<file path="config.mk">
export PLATFORM = sky130hd
export DESIGN_NAME = uart_rx
export DESIGN_NICKNAME = d
export VERILOG_FILES = /design/src/rtl/uart_rx.sv
export SDC_FILE = /design/constraint.sdc
export NUM_CORES = 1
export LEC_CHECK = 0
export CORE_MARGIN = 2
export CORE_UTILIZATION = 50
export CTS_BUF_LIST = sky130_fd_sc_hd__clkbuf_16
export DETAILED_ROUTE_END_ITERATION = 10
export GPL_ROUTABILITY_DRIVEN = 0
export GPL_TIMING_DRIVEN = 0
export HOLD_SLACK_MARGIN = 0.03
export PLACE_DENSITY = 0.72
export SETUP_SLACK_MARGIN = 0.2
export SKIP_CTS_REPAIR_TIMING = 1
export SYNTH_ARGS = -nofsm -noshare
export SYNTH_HDL_FRONTEND = slang
export SYNTH_SLANG_ARGS = --single-unit
</file>
<file path="constraint.sdc">
create_clock -name clk -period 2.05 [get_ports clk]
set_input_delay 0.41 -clock clk [delete_from_list [all_inputs] [get_ports clk]]
set_output_delay 0.41 -clock clk [all_outputs]
set_load 0.1 [all_outputs]
</file>
<file path="src/rtl/uart_rx.sv">
// UART receiver with oversampled bit timing, optional parity and error flags.
// rx is synchronized and then sampled only on sample_en ticks, mid-bit.
// A completed frame loads rx_data and the status flags together.
module uart_rx #(
    parameter int   DATA_WIDTH  = 8,
    parameter logic PARITY_EN   = 1'b1,
    parameter logic PARITY_TYPE = 1'b0,
    parameter int   OVERSAMPLE  = 16
) (
    input  logic                  clk,
    input  logic                  rst_n,
    input  logic                  sample_en,
    input  logic                  rx,
    input  logic                  rd_ack,
    output logic [DATA_WIDTH-1:0] rx_data,
    output logic                  data_valid,
    output logic                  parity_err,
    output logic                  frame_err,
    output logic                  overrun_err,
    output logic                  rx_busy
);

    localparam int TICK_W = $clog2(OVERSAMPLE);
    localparam int BIT_W  = $clog2(DATA_WIDTH) + 1;
    localparam int IDX_W  = $clog2(DATA_WIDTH);

    localparam logic [TICK_W-1:0] TICK_MID = TICK_W'(OVERSAMPLE / 2 - 1);
    localparam logic [TICK_W-1:0] TICK_END = TICK_W'(OVERSAMPLE - 1);
    localparam logic [BIT_W-1:0]  BIT_LAST = BIT_W'(DATA_WIDTH - 1);

    typedef enum logic [2:0] {IDLE, START, DATA, PARITY, STOP} state_t;

    state_t                state_q, state_d;
    logic [TICK_W-1:0]     tick_q, tick_d;
    logic [BIT_W-1:0]      bit_q, bit_d;
    logic [DATA_WIDTH-1:0] shift_q, shift_d;
    logic                  par_q, par_d;
    logic                  frame_done;
    logic                  rx_meta, rx_s, rx_prev;
    logic                  exp_par;

    // Two-flop synchronizer; resets to the idle (high) line level.
    // NOTE: sequential state uses non-blocking (<=) so every flop samples pre-edge values.
    always_ff @(posedge clk or negedge rst_n) begin
        if (!rst_n) begin
            rx_meta <= 1'b1;
            rx_s    <= 1'b1;
        end else begin
            rx_meta <= rx;
            rx_s    <= rx_meta;
        end
    end

    // Line level at the previous sample tick, for start-edge detection.
    always_ff @(posedge clk or negedge rst_n) begin
        if (!rst_n)         rx_prev <= 1'b1;
        else if (sample_en) rx_prev <= rx_s;
    end

    // Next-state, counter and shift-register logic; only advances on sample ticks.
    always_comb begin
        // NOTE: every comb output gets a default first, so no path can infer a latch.
        state_d    = state_q;
        tick_d     = tick_q;
        bit_d      = bit_q;
        shift_d    = shift_q;
        par_d      = par_q;
        frame_done = 1'b0;
        if (sample_en) begin
            case (state_q)
                IDLE: begin
                    if (rx_prev && !rx_s) begin
                        state_d = START;
                        tick_d  = '0;
                    end
                end
                START: begin
                    if (tick_q == TICK_MID) begin
                        tick_d = '0;
                        if (!rx_s) begin
                            state_d = DATA;
                            bit_d   = '0;
                        end else begin
                            state_d = IDLE;
                        end
                    end else begin
                        tick_d = tick_q + 1'b1;
                    end
                end
                DATA: begin
                    if (tick_q == TICK_END) begin
                        tick_d = '0;
                        shift_d[bit_q[IDX_W-1:0]] = rx_s;
                        if (bit_q == BIT_LAST) state_d = PARITY_EN ? PARITY : STOP;
                        else                   bit_d   = bit_q + 1'b1;
                    end else begin
                        tick_d = tick_q + 1'b1;
                    end
                end
                PARITY: begin
                    if (tick_q == TICK_END) begin
                        tick_d  = '0;
                        par_d   = rx_s;
                        state_d = STOP;
                    end else begin
                        tick_d = tick_q + 1'b1;
                    end
                end
                STOP: begin
                    if (tick_q == TICK_END) begin
                        tick_d     = '0;
                        frame_done = 1'b1;
                        state_d    = IDLE;
                    end else begin
                        tick_d = tick_q + 1'b1;
                    end
                end
                default: state_d = IDLE;
            endcase
        end
    end

    // FSM, counters and shift register.
    always_ff @(posedge clk or negedge rst_n) begin
        if (!rst_n) begin
            state_q <= IDLE;
            tick_q  <= '0;
            bit_q   <= '0;
            // NOTE: the shift register is a handful of flops, not a RAM, so resetting it is cheap and keeps it X-free.
            shift_q <= '0;
            par_q   <= 1'b0;
        end else begin
            state_q <= state_d;
            tick_q  <= tick_d;
            bit_q   <= bit_d;
            shift_q <= shift_d;
            par_q   <= par_d;
        end
    end

    assign exp_par = PARITY_TYPE ? ~^shift_q : ^shift_q;

    // Output word, status flags and handshake; new data beats a same-edge rd_ack.
    always_ff @(posedge clk or negedge rst_n) begin
        if (!rst_n) begin
            rx_data     <= '0;
            data_valid  <= 1'b0;
            parity_err  <= 1'b0;
            frame_err   <= 1'b0;
            overrun_err <= 1'b0;
        end else begin
            overrun_err <= 1'b0;
            if (frame_done) begin
                rx_data     <= shift_q;
                parity_err  <= PARITY_EN && (par_q != exp_par);
                frame_err   <= ~rx_s;
                data_valid  <= 1'b1;
                overrun_err <= data_valid;
            end else if (rd_ack) begin
                data_valid <= 1'b0;
            end
        end
    end

    assign rx_busy = (state_q != IDLE);

endmodule

</file>
=== After elaboration in Yosys (flattened, before gate mapping) ===
Index checks and enable logic that the tools add are counted.

* Input port bits: 5
* Register bits: 35
* Output and inout port bits: 13

* Bitwise gates (word level): 1
* Muxes and demuxes: 26
* $lt $le $gt $ge: 2
* Add/sub/neg operators: 2
* Equal/unequal tests: 16
* Reduce and logical (&&, ||, !) cells: 15

{| class="wikitable"
|+ Operators with widths
! kind !! count
|-
| 2-to-1 mux 4 bit || 7
|-
| 2-to-1 mux 3 bit || 6
|-
| inequality test 2 bit, second input constant || 8
|-
| one-hot mux 3 bit (5 select lines) || 1
|-
| one-hot mux 4 bit (3 select lines) || 1
|-
| AND reduction 3 bit || 3
|-
| adder 4 x 1 -> 4 bit, second input constant || 2
|-
| bitwise mux 8 bit || 1
|-
| == test 4 x 3 -> 1 bit, second input constant || 2
|-
| one-hot mux 4 bit (2 select lines) || 1
|-
| XOR reduction 8 bit || 1
|-
| 2-to-1 mux 1 bit || 7
|-
| AND reduction 7 bit || 1
|-
| == test 3 x 2 -> 1 bit, second input constant || 2
|-
| AND reduction 6 bit || 1
|-
| nonzero test 3 bit || 2
|-
| == test 4 bit, second input constant || 1
|-
| less-than comparator 3 x 4 -> 1 bit, second input constant || 1
|-
| nonzero test 2 bit || 2
|-
| demux 1 bit (select 3 bit) || 1
|-
| == test 3 x 1 -> 1 bit, second input constant || 1
|-
| == test 3 bit, second input constant || 1
|-
| greater-or-equal comparator 3 x 1 -> 1 bit, second input constant || 1
|-
| logical NOT 3 bit || 1
|-
| other kinds (6) || 7
|}

=== Longest topological paths before layout ===
Gate-level depths: netlist of run 1.

* Word-level depth: 5
* Gate-level depth with buffers: 7
* Mapped depth without buffers: 6

=== Worst setup path after synthesis of run 1 ===
No wires, ideal clock.

* Kind: reg-to-reg
* Start: register state_q[0]
* End: register par_q
* Cell stages (with the launch flop): 6
* Arrival: 2.068 ns
* Path slack: -0.143 ns
* Clock period less this slack: 2.193 ns
* Path through: dfrtp_1 > buf_6 > or3_1 > o211ai_1 > nand4_1 > mux2_2

* Longest elaborated chain between the ends: 2

{| class="wikitable"
|+ Ends and longest elaborated chain
! element !! line !! RTL
|-
| from (decl) || 33 || <nowiki>state_t state_q, state_d;</nowiki>
|-
| from (signal assigned) || 133 || <nowiki>state_q <= state_d;</nowiki>
|-
| == test 3 x 2 -> 1 bit || 70 || <nowiki>case (state_q)</nowiki>
|-
| AND reduction 3 bit (no source line) || -- ||
|-
| to (signal assigned) || 137 || <nowiki>par_q <= par_d;</nowiki>
|-
| to (decl) || 37 || <nowiki>logic par_q, par_d;</nowiki>
|}

Every way passes these cells.
A chain may end at the register's enable or synchronous reset.

=== Worst setup path in the final report of run 1 ===
* Start: register state_q[0]
* End: register shift_q[4]

* Longest elaborated chain between the ends: 2

{| class="wikitable"
|+ Ends and longest elaborated chain
! element !! line !! RTL
|-
| == test 3 x 2 -> 1 bit || 70 ||
|-
| AND reduction 3 bit (no source line) || -- ||
|-
| to (signal assigned) || 136 || <nowiki>shift_q <= shift_d;</nowiki>
|-
| to (decl) || 36 || <nowiki>logic [DATA_WIDTH-1:0] shift_q, shift_d;</nowiki>
|}

Every way passes these cells.

==> results.tsv, run 1 <==
metric	value	unit
status	complete, but fails checks	
violations	negative setup slack	
synthCells	151	
portBuffers	16	
drtAntennaViolNets	0	
worstMarginPinSlew	980	ps
die_w	62.5	um
wirelength	3820	um
wl_per_cell	16.3	um
cp.arrival	2240	ps
htreeDepth	2	
grt_pass1_wl	5590	um
avgViaCountPerCell	5.47	
p_per_area	1200	nW/um2
antenna_found_initial	0	
start_util	0.517	
route.vias.total	1286	
timing.fmax	480	MHz
grt-ovfl-total	0	
cts.path.max_buffers	2	
hp-class	input pin to async pin	
place_ws	-225	ps
p_total	2.78	mW
final_nets	195	
max_slew_margin	0.346	
synth_compound_area_frac	0.0797	
skew	4.14	ps
drc	0	
grt_max_degree	36	
design_area	2310	um2
cts_root_buffer	clkbuf_16	
vdd_drop_max	0.000553	V
ys_types	41	
finish.utilization	0.699	
regToRegSetupSlack	-30	ps
syn_area	1710	um2
yosys.area.top_type	dfrtp_1	
ys_top_cells_by_area	dfrtp_1, mux2_2, dfstp_2	
syn_to_final_growth	35.3	%
rr_worst_depth	6	
io_pins	18	
worstPathMaxFanout	6	
antenna_cells	0	
yosys.area_share.simple	0.161	
cts_tree	built	
cap_violations	0	
worstSetupEndpointType	register	
synthMuxAreaShare	0.143	
numCtsBuffers	5	
dpl-instance-area	1930	um2
grt_pass1_vias	1173	
worstReg2RegEnd	shift_q[4]$_DFFE_PN0P_	
grt_use_total	0.188	
finalMaxSlewViolations	0	
fillers	240	
synth.avg_cell_area	11.3	um2
first_iter_violations	63	
drive_gt1_frac	0.312	
fin_crit	2080	ps
synth-xor-area-share	0.0512	
clk_latency	280	ps
dr.pass1.iters	4	
synthFlopType	dfrtp_1	
synth_nets	158	
layout_setup_ws	-34.3	ps
yosys.area.top_type_share	0.468	
synth_edf_count	0	
rsz0062_at_grt	yes	
dp_hpwl	2240	um
cts.sinks	35	
p_leak	1.21	nW
setup_viol	2	
yosys.area_share.adder	0.0146	
cp.required	2210	ps
core	3310	um2
fin_setup_tns	-52.8	ps
synth_top_family_by_area	simple AND/OR/NAND/NOR gates	
die_y	62.5	um
ys_seq_area_frac	0.514	
rows	21	
hold_viol	0	
fin_crit_sh	1.02	
yosysWarnings	0	
crit_type	register to register	
r2r_start	state_q[0]$_DFFE_PN0P_	
worstSetupStartpointType	register	
synth_seq_cells	35	
path_clk_slew	50	ps
async_reset_ff_frac	1.00	
die_area	3900	um2
## cells in the final DEF, fill, tap and decap left out, drive strengths merged, types with 3 or more instances in the layout
master	synthesis	routed
dlymetal6s2s	0	12
mux2	20	20
nand2	8	8
nor2b	7	7
inv	6	7
nor3	3	3
dfrtp	32	32
clkbuf	4	9
buf	3	19
nor2	9	9
nand4	3	3
nor3b	3	3
xnor2	8	8
a21oi	3	3
dfstp	3	3
nand3	6	6
o21ai	8	8
## critical path, cell delays in order, from the launching register on
cell and delay (ps):
dfrtp_1 370, buf_6 120, or3b_4 360, buf_6 140, or3_4 400, nor3b_4 250, mux2_4 330
## cell families after synthesis
family / count (synthesis)
compound gates: 21
simple gates: 48
xor+xnor: 10
buf+inv: 13
mux: 22
flops: 35
fa+ha+maj: 2
## metal layers
| layer | share of wire | track usage |
|---|---|---|
| met3 | 0.041 | 0.0505 |
| met4 | 0.0081 | 0.0778 |
| met1 | 0.43 | 0.236 |
| met5 | 0 | 0 |
| met2 | 0.52 | 0.306 |
## cell type report
class                           count  area, um2  area share
Clock inverter                      3       63.8      0.0276
Buffer                              7       48.8      0.0211
Multi-Input combinational cell    103        816       0.352
Inverter                            6       22.5     0.00973
Sequential cell                    35        881       0.381
Tap cell                           46       57.6      0.0249
Timing Repair Buffer               30        300       0.130
Clock buffer                        5        125      0.0541
## stage by stage
stage                     hold slack, ps  cells
after global routing                 267    235
after detailed placement             348    213
after CTS                            235    221
after global placement               347    213
final                                210    235
after floorplan                      114    151
## flip-flops by register name, summed over array words and instances (netlist names)
name	flops
rx_meta	1
tick_q	4
shift_q	8
parity_err	1
rx_prev	1
rx_s	1
overrun_err	1
frame_err	1
state_q	3
rx_data	8
par_q	1
bit_q	4
data_valid	1
## synth_stat cells, types with 2 or more instances
cell,n
mux2_1,3
ha_1,2
nand3b_1,2
inv_1,6
xor2_1,2
nor3_1,3
dfrtp_1,32
o21ai_0,7
nand3_1,6
nand4_1,3
a21oi_1,3
nor2b_1,7
clkbuf_1,4
o211ai_1,2
nand2_1,8
mux2i_1,2
dfstp_2,3
nor2_1,8
mux2_2,17
o31ai_1,2
xnor2_1,8
nor3b_2,2
## worst max-delay path by stage
stage                                       from                      to  slack, ps
after floorplan           state_q[0]$_DFFE_PN0P_  shift_q[4]$_DFFE_PN0P_        130
after global placement    state_q[0]$_DFFE_PN0P_                 rx_busy       -220
after detailed placement  state_q[0]$_DFFE_PN0P_                 rx_busy       -230
after CTS                 state_q[1]$_DFFE_PN0P_                 rx_busy       -530
after global routing      state_q[0]$_DFFE_PN0P_  shift_q[4]$_DFFE_PN0P_        -60
final                     state_q[0]$_DFFE_PN0P_  shift_q[4]$_DFFE_PN0P_        -30
## report_power, final
part	switching (mW)	internal, mW
logic	0.516	0.430
registers	0.0822	0.776
clock network	0.279	0.692
total	0.878	1.90
(Power assumes the default switching activity.)
==> inputs of run 2 (changes only) <==
--- a/config.mk
+++ b/config.mk
@@ -12,7 +12,7 @@
 export GPL_ROUTABILITY_DRIVEN = 0
 export GPL_TIMING_DRIVEN = 0
 export HOLD_SLACK_MARGIN = 0.03
-export PLACE_DENSITY = 0.72
+export PLACE_DENSITY = 0.77
 export SETUP_SLACK_MARGIN = 0.2
 export SKIP_CTS_REPAIR_TIMING = 1
 export SYNTH_ARGS = -nofsm -noshare
==> run 2 against run 1 <==
  * The flow still finishes with violations (negative setup slack)
  * Setup slack gained 22 ps
  * Final cell count shrank 1.3%
  * Sequential share of layout area grew 1.3 points
  * First-iteration DRC count shrank 46%
  * Clock skew grew 1.8 ps
  * Non-clock buffer count shrank 3
  * Die area is the same
  * Sequential cell count is the same
  * Highest routed layer unchanged
==> results.tsv, run 2 (synthesis results as in run 1) <==
metric	value	unit
cp_slowest_cell	or3_4	
violations	negative setup slack	
grt_max_degree	36	
start_util	0.517	
cap_violations	0	
final_nets	192	
critPathTopFamily	simple AND/OR/NAND/NOR gates	
grt_pass1_vias	1210	
finalMaxSlewViolations	0	
rsz0062_at_grt	yes	
route.vias.total	1288	
crit_top_cell	buf_6	
fillers	261	
max_slew_margin	0.349	
avgViaCountPerCell	5.55	
antenna_found_initial	0	
die_y	62.5	um
wl_per_cell	15.5	um
worstMarginPinSlew	975	ps
p_per_area	1170	nW/um2
p_leak	1.18	nW
htreeDepth	2	
hold_viol	0	
drc	0	
swShare	0.333	
critPathMaxStageDelay	420	ps
core	3310	um2
cp.required	2210	ps
status	complete, but fails checks	
cts.path.max_buffers	2	
drtAntennaViolNets	0	
combPwrFrac	0.360	
first_iter_violations	34	
vdd_drop_max	0.000771	V
drive_gt1_frac	0.290	
fin_crit	2060	ps
die_area	3900	um2
clk_latency	280	ps
place_ws	-241	ps
power_frac_clock	0.315	
setup_viol	1	
dr.pass1.iters	4	
power_frac_seq	0.325	
io_pins	18	
fin_setup_tns	-11.9	ps
dp_hpwl	2230	um
rows	21	
cts_root_buffer	clkbuf_16	
crit_path_cell_trace	buf_6 -> or3b_4 -> buf_6 -> or3_4 -> nor3b_2 -> mux2_1	
layout_setup_ws	-11.9	ps
p_switching	0.876	mW
hp-class	input pin to async pin	
worstSetupStartpointType	register	
wirelength	3590	um
final_cell_mix	dfrtp_1, mux2_2, dlymetal6s2s_1, buf_4	
cts_tree	built	
crit_type	register to register	
skew	5.95	ps
antenna_cells	0	
final_common_cell	dfrtp_1	
numCtsBuffers	5	
worstSetupEndpointType	register	
worstPathMaxFanout	7	
die_w	62.5	um
cp.arrival	2220	ps
intPower	1.76	mW
fin_crit_sh	1.01	
path_clk_slew	50	ps
grt_pass1_wl	5750	um
grt-ovfl-total	0	
grt_use_total	0.192	
reg_top3	rx_data (8), shift_q (8)	
portBuffers	16	
syn_to_final_growth	31.0	%
timing.fmax	485	MHz
cts.sinks	35	
crit_buf_inv	2	
[run 2: final cells by class]
cell class | count | area [um2] | share of cell area
Clock inverter | 3 | 38.8 | 0.0173
Timing Repair Buffer | 27 | 265 | 0.118
Sequential cell | 35 | 881 | 0.393
Multi-Input combinational cell | 103 | 802 | 0.358
Buffer | 7 | 48.8 | 0.0218
Tap cell | 46 | 57.6 | 0.0257
Inverter | 6 | 22.5 | 0.0101
Clock buffer | 5 | 125 | 0.0558
[run 2: worst paths after layout]
path,startpoint,cells after the start,endpoint,slack [ps]
min,rst_n,1,tick_q[3]$_DFFE_PN0P_,190
min in group clk,rx_meta$_DFF_PN1_,0,rx_s$_DFF_PN1_,350
max in group asynchronous,rst_n,1,state_q[2]$_DFFE_PN0P_,1330
min reg2reg,rx_meta$_DFF_PN1_,0,rx_s$_DFF_PN1_,350
max,state_q[0]$_DFFE_PN0P_,6,shift_q[4]$_DFFE_PN0P_,-10
max reg2reg,state_q[0]$_DFFE_PN0P_,6,shift_q[4]$_DFFE_PN0P_,-10
[run 2: through the flow]
step	utilization	std cells	power [mW]	cell area (um2)	hold WS, ps
2_1_floorplan	-	151	1.44	1720	114
3_3_place_gp	0.586	213	1.57	1940	346
3_5_place_dp	0.584	213	1.61	1930	347
4_1_cts	0.634	221	2.46	2100	227
5_1_grt	0.677	232	2.77	2240	265
6_report	0.677	232	2.63	2240	195
[run 2: worst reg2reg max path, cell delays in order, from the launching register on]
cell     delay, ps
dfrtp_1        360
buf_6          120
or3b_4         360
buf_6          140
or3_4          420
nor3b_2        200
mux2_1         340
[run 2: per-layer routing]
metal	part of all wire	GRT usage	wire length, um
met4	0.025	0.0667	90
met3	0.050	0.0721	179
met5	0	0	0
met2	0.51	0.321	1830
met1	0.41	0.228	1490
[run 2: power groups by stage]
stage | logic (mW) | clock network [mW] | registers [mW]
2_1_floorplan | 0.597 | 0 | 0.845
3_3_place_gp | 0.707 | 0 | 0.859
3_5_place_dp | 0.743 | 0 | 0.865
4_1_cts | 0.755 | 0.848 | 0.854
5_1_grt | 1.02 | 0.877 | 0.868
6_report | 0.947 | 0.830 | 0.856
==> inputs of run 3 (changes only) <==
--- a/config.mk
+++ b/config.mk
@@ -6,13 +6,14 @@
 export NUM_CORES = 1
 export LEC_CHECK = 0
 export CORE_MARGIN = 2
-export CORE_UTILIZATION = 50
+export CORE_UTILIZATION = 56
 export CTS_BUF_LIST = sky130_fd_sc_hd__clkbuf_16
 export DETAILED_ROUTE_END_ITERATION = 10
+export DONT_BUFFER_PORTS = 1
 export GPL_ROUTABILITY_DRIVEN = 0
 export GPL_TIMING_DRIVEN = 0
 export HOLD_SLACK_MARGIN = 0.03
-export PLACE_DENSITY = 0.77
+export PLACE_DENSITY = 0.76
 export SETUP_SLACK_MARGIN = 0.2
 export SKIP_CTS_REPAIR_TIMING = 1
 export SYNTH_ARGS = -nofsm -noshare
==> run 3 against run 2 <==
  * The flow still finishes with violations (negative setup slack)
  * Critical path depth unchanged
  * First-iteration DRC count decreased by 5.9%
  * Combinational power decreased by 6.5%
  * Setup slack got worse by 0.55 ps
  * Largest power group unchanged
==> results.tsv, run 3 (synthesis results as in run 1) <==
metric	value	unit
status	complete, but fails checks	
violations	negative setup slack	
final_nets	177	
crit_top_cell	buf_6	
dr.max_layer_used	met4	
hold_viol	0	
max_slew_margin	0.403	
portBuffers	0	
dr.pass1.iters	4	
syn_to_final_growth	20.3	%
fin_crit	2060	ps
crit_type	register to register	
clk_latency	270	ps
cap_violations	0	
final_cell_mix	dfrtp_1, mux2_2, buf_4	
critPathTopFamily	simple AND/OR/NAND/NOR gates	
wl_met1	1420	um
htreeDepth	2	
whs	132	ps
die_w	59.3	um
cts_tree	built	
route.vias.total	1199	
wl_met2	1580	um
p_per_area	1240	nW/um2
grt_pass1_vias	1180	
io_pins	18	
worstPathMaxFanout	7	
skew	1.39	ps
fin_crit_sh	1.01	
die_y	59.3	um
dp_hpwl	2120	um
wl_met3	111	um
grt_max_degree	36	
critPathMaxStageDelay	400	ps
grt_pass1_wl	5260	um
first_iter_violations	32	
path_clk_slew	50	ps
cts.path.max_buffers	2	
grt_use_total	0.201	
avgViaCountPerCell	5.88	
rsz0062_at_grt	yes	
p_total	2.56	mW
start_util	0.574	
regToRegSetupSlack	-10	ps
finish.utilization	0.691	
reg_top3	rx_data (8), shift_q (8)	
setup_viol	1	
cts.sinks	35	
p_leak	0.930	nW
cp.arrival	2220	ps
vdd_drop_max	0.000853	V
grt-ovfl-total	0	
place_ws	-90.6	ps
drtAntennaViolNets	0	
numCtsBuffers	5	
layout_setup_ws	-12.4	ps
timing.fmax	485	MHz
wl_per_cell	15.4	um
die_area	3510	um2
cp.required	2200	ps
cp_slowest_cell	or3_4	
wirelength	3150	um
crit_path_cell_trace	buf_6 -> or3b_4 -> buf_6 -> or3_4 -> nor3b_2 -> mux2_4	
final_common_cell	dfrtp_1	
worstSetupEndpointType	register	
crit_buf_inv	2	
worstSetupStartpointType	register	
worstMarginPinSlew	895	ps
drive_gt1_frac	0.304	
hp-class	input pin to register	
finalMaxSlewViolations	0	
rows	20	
drc	0	
antenna_found_initial	0	
antenna_cells	0	
cts_root_buffer	clkbuf_16	
core	2980	um2
==> run 3: through the flow <==
step                      TNS [ps]  std cells  cell area [um2]
after floorplan                  0        151             1720
after global placement        -220        184             1760
after detailed placement      -506        184             1760
after CTS                    -26.8        192             1930
after global routing          -709        204             2060
final                        -12.4        204             2060
==> run 3: cell type report <==
type,instances,area (um2)
buffer,7,48.8
inverter,6,22.5
clock inverter,3,38.8
multi-input combinational,103,796
clock buffer,5,125
tap,33,41.3
fill,208,920
timing repair buffer,12,105
sequential,35,881
==> run 3: final timing paths <==
path | cells after the start | endpoint | startpoint
worst max-delay path | 6 | shift_q[2]$_DFFE_PN0P_ | state_q[0]$_DFFE_PN0P_
worst min-delay path | 0 | rx_meta$_DFF_PN1_ | rx
worst max register to register | 6 | shift_q[2]$_DFFE_PN0P_ | state_q[0]$_DFFE_PN0P_
worst min register to register | 0 | rx_s$_DFF_PN1_ | rx_meta$_DFF_PN1_
max in group asynchronous | 2 | rx_prev$_DFFE_PN1P_ | rst_n
min in group asynchronous | 2 | data_valid$_DFFE_PN0P_ | rst_n
==> run 3: power breakdown <==
part           switching [mW]  leakage [nW]  internal, mW
Combinational           0.482         0.385         0.403
Sequential             0.0799         0.464         0.777
Clock                   0.254        0.0812         0.565
==> run 3: layer usage <==
layer,up-vias,global-route usage
met5,-,0
met4,0,0.0714
met3,6,0.0655
met2,26,0.309
met1,594,0.266
li1,573,-
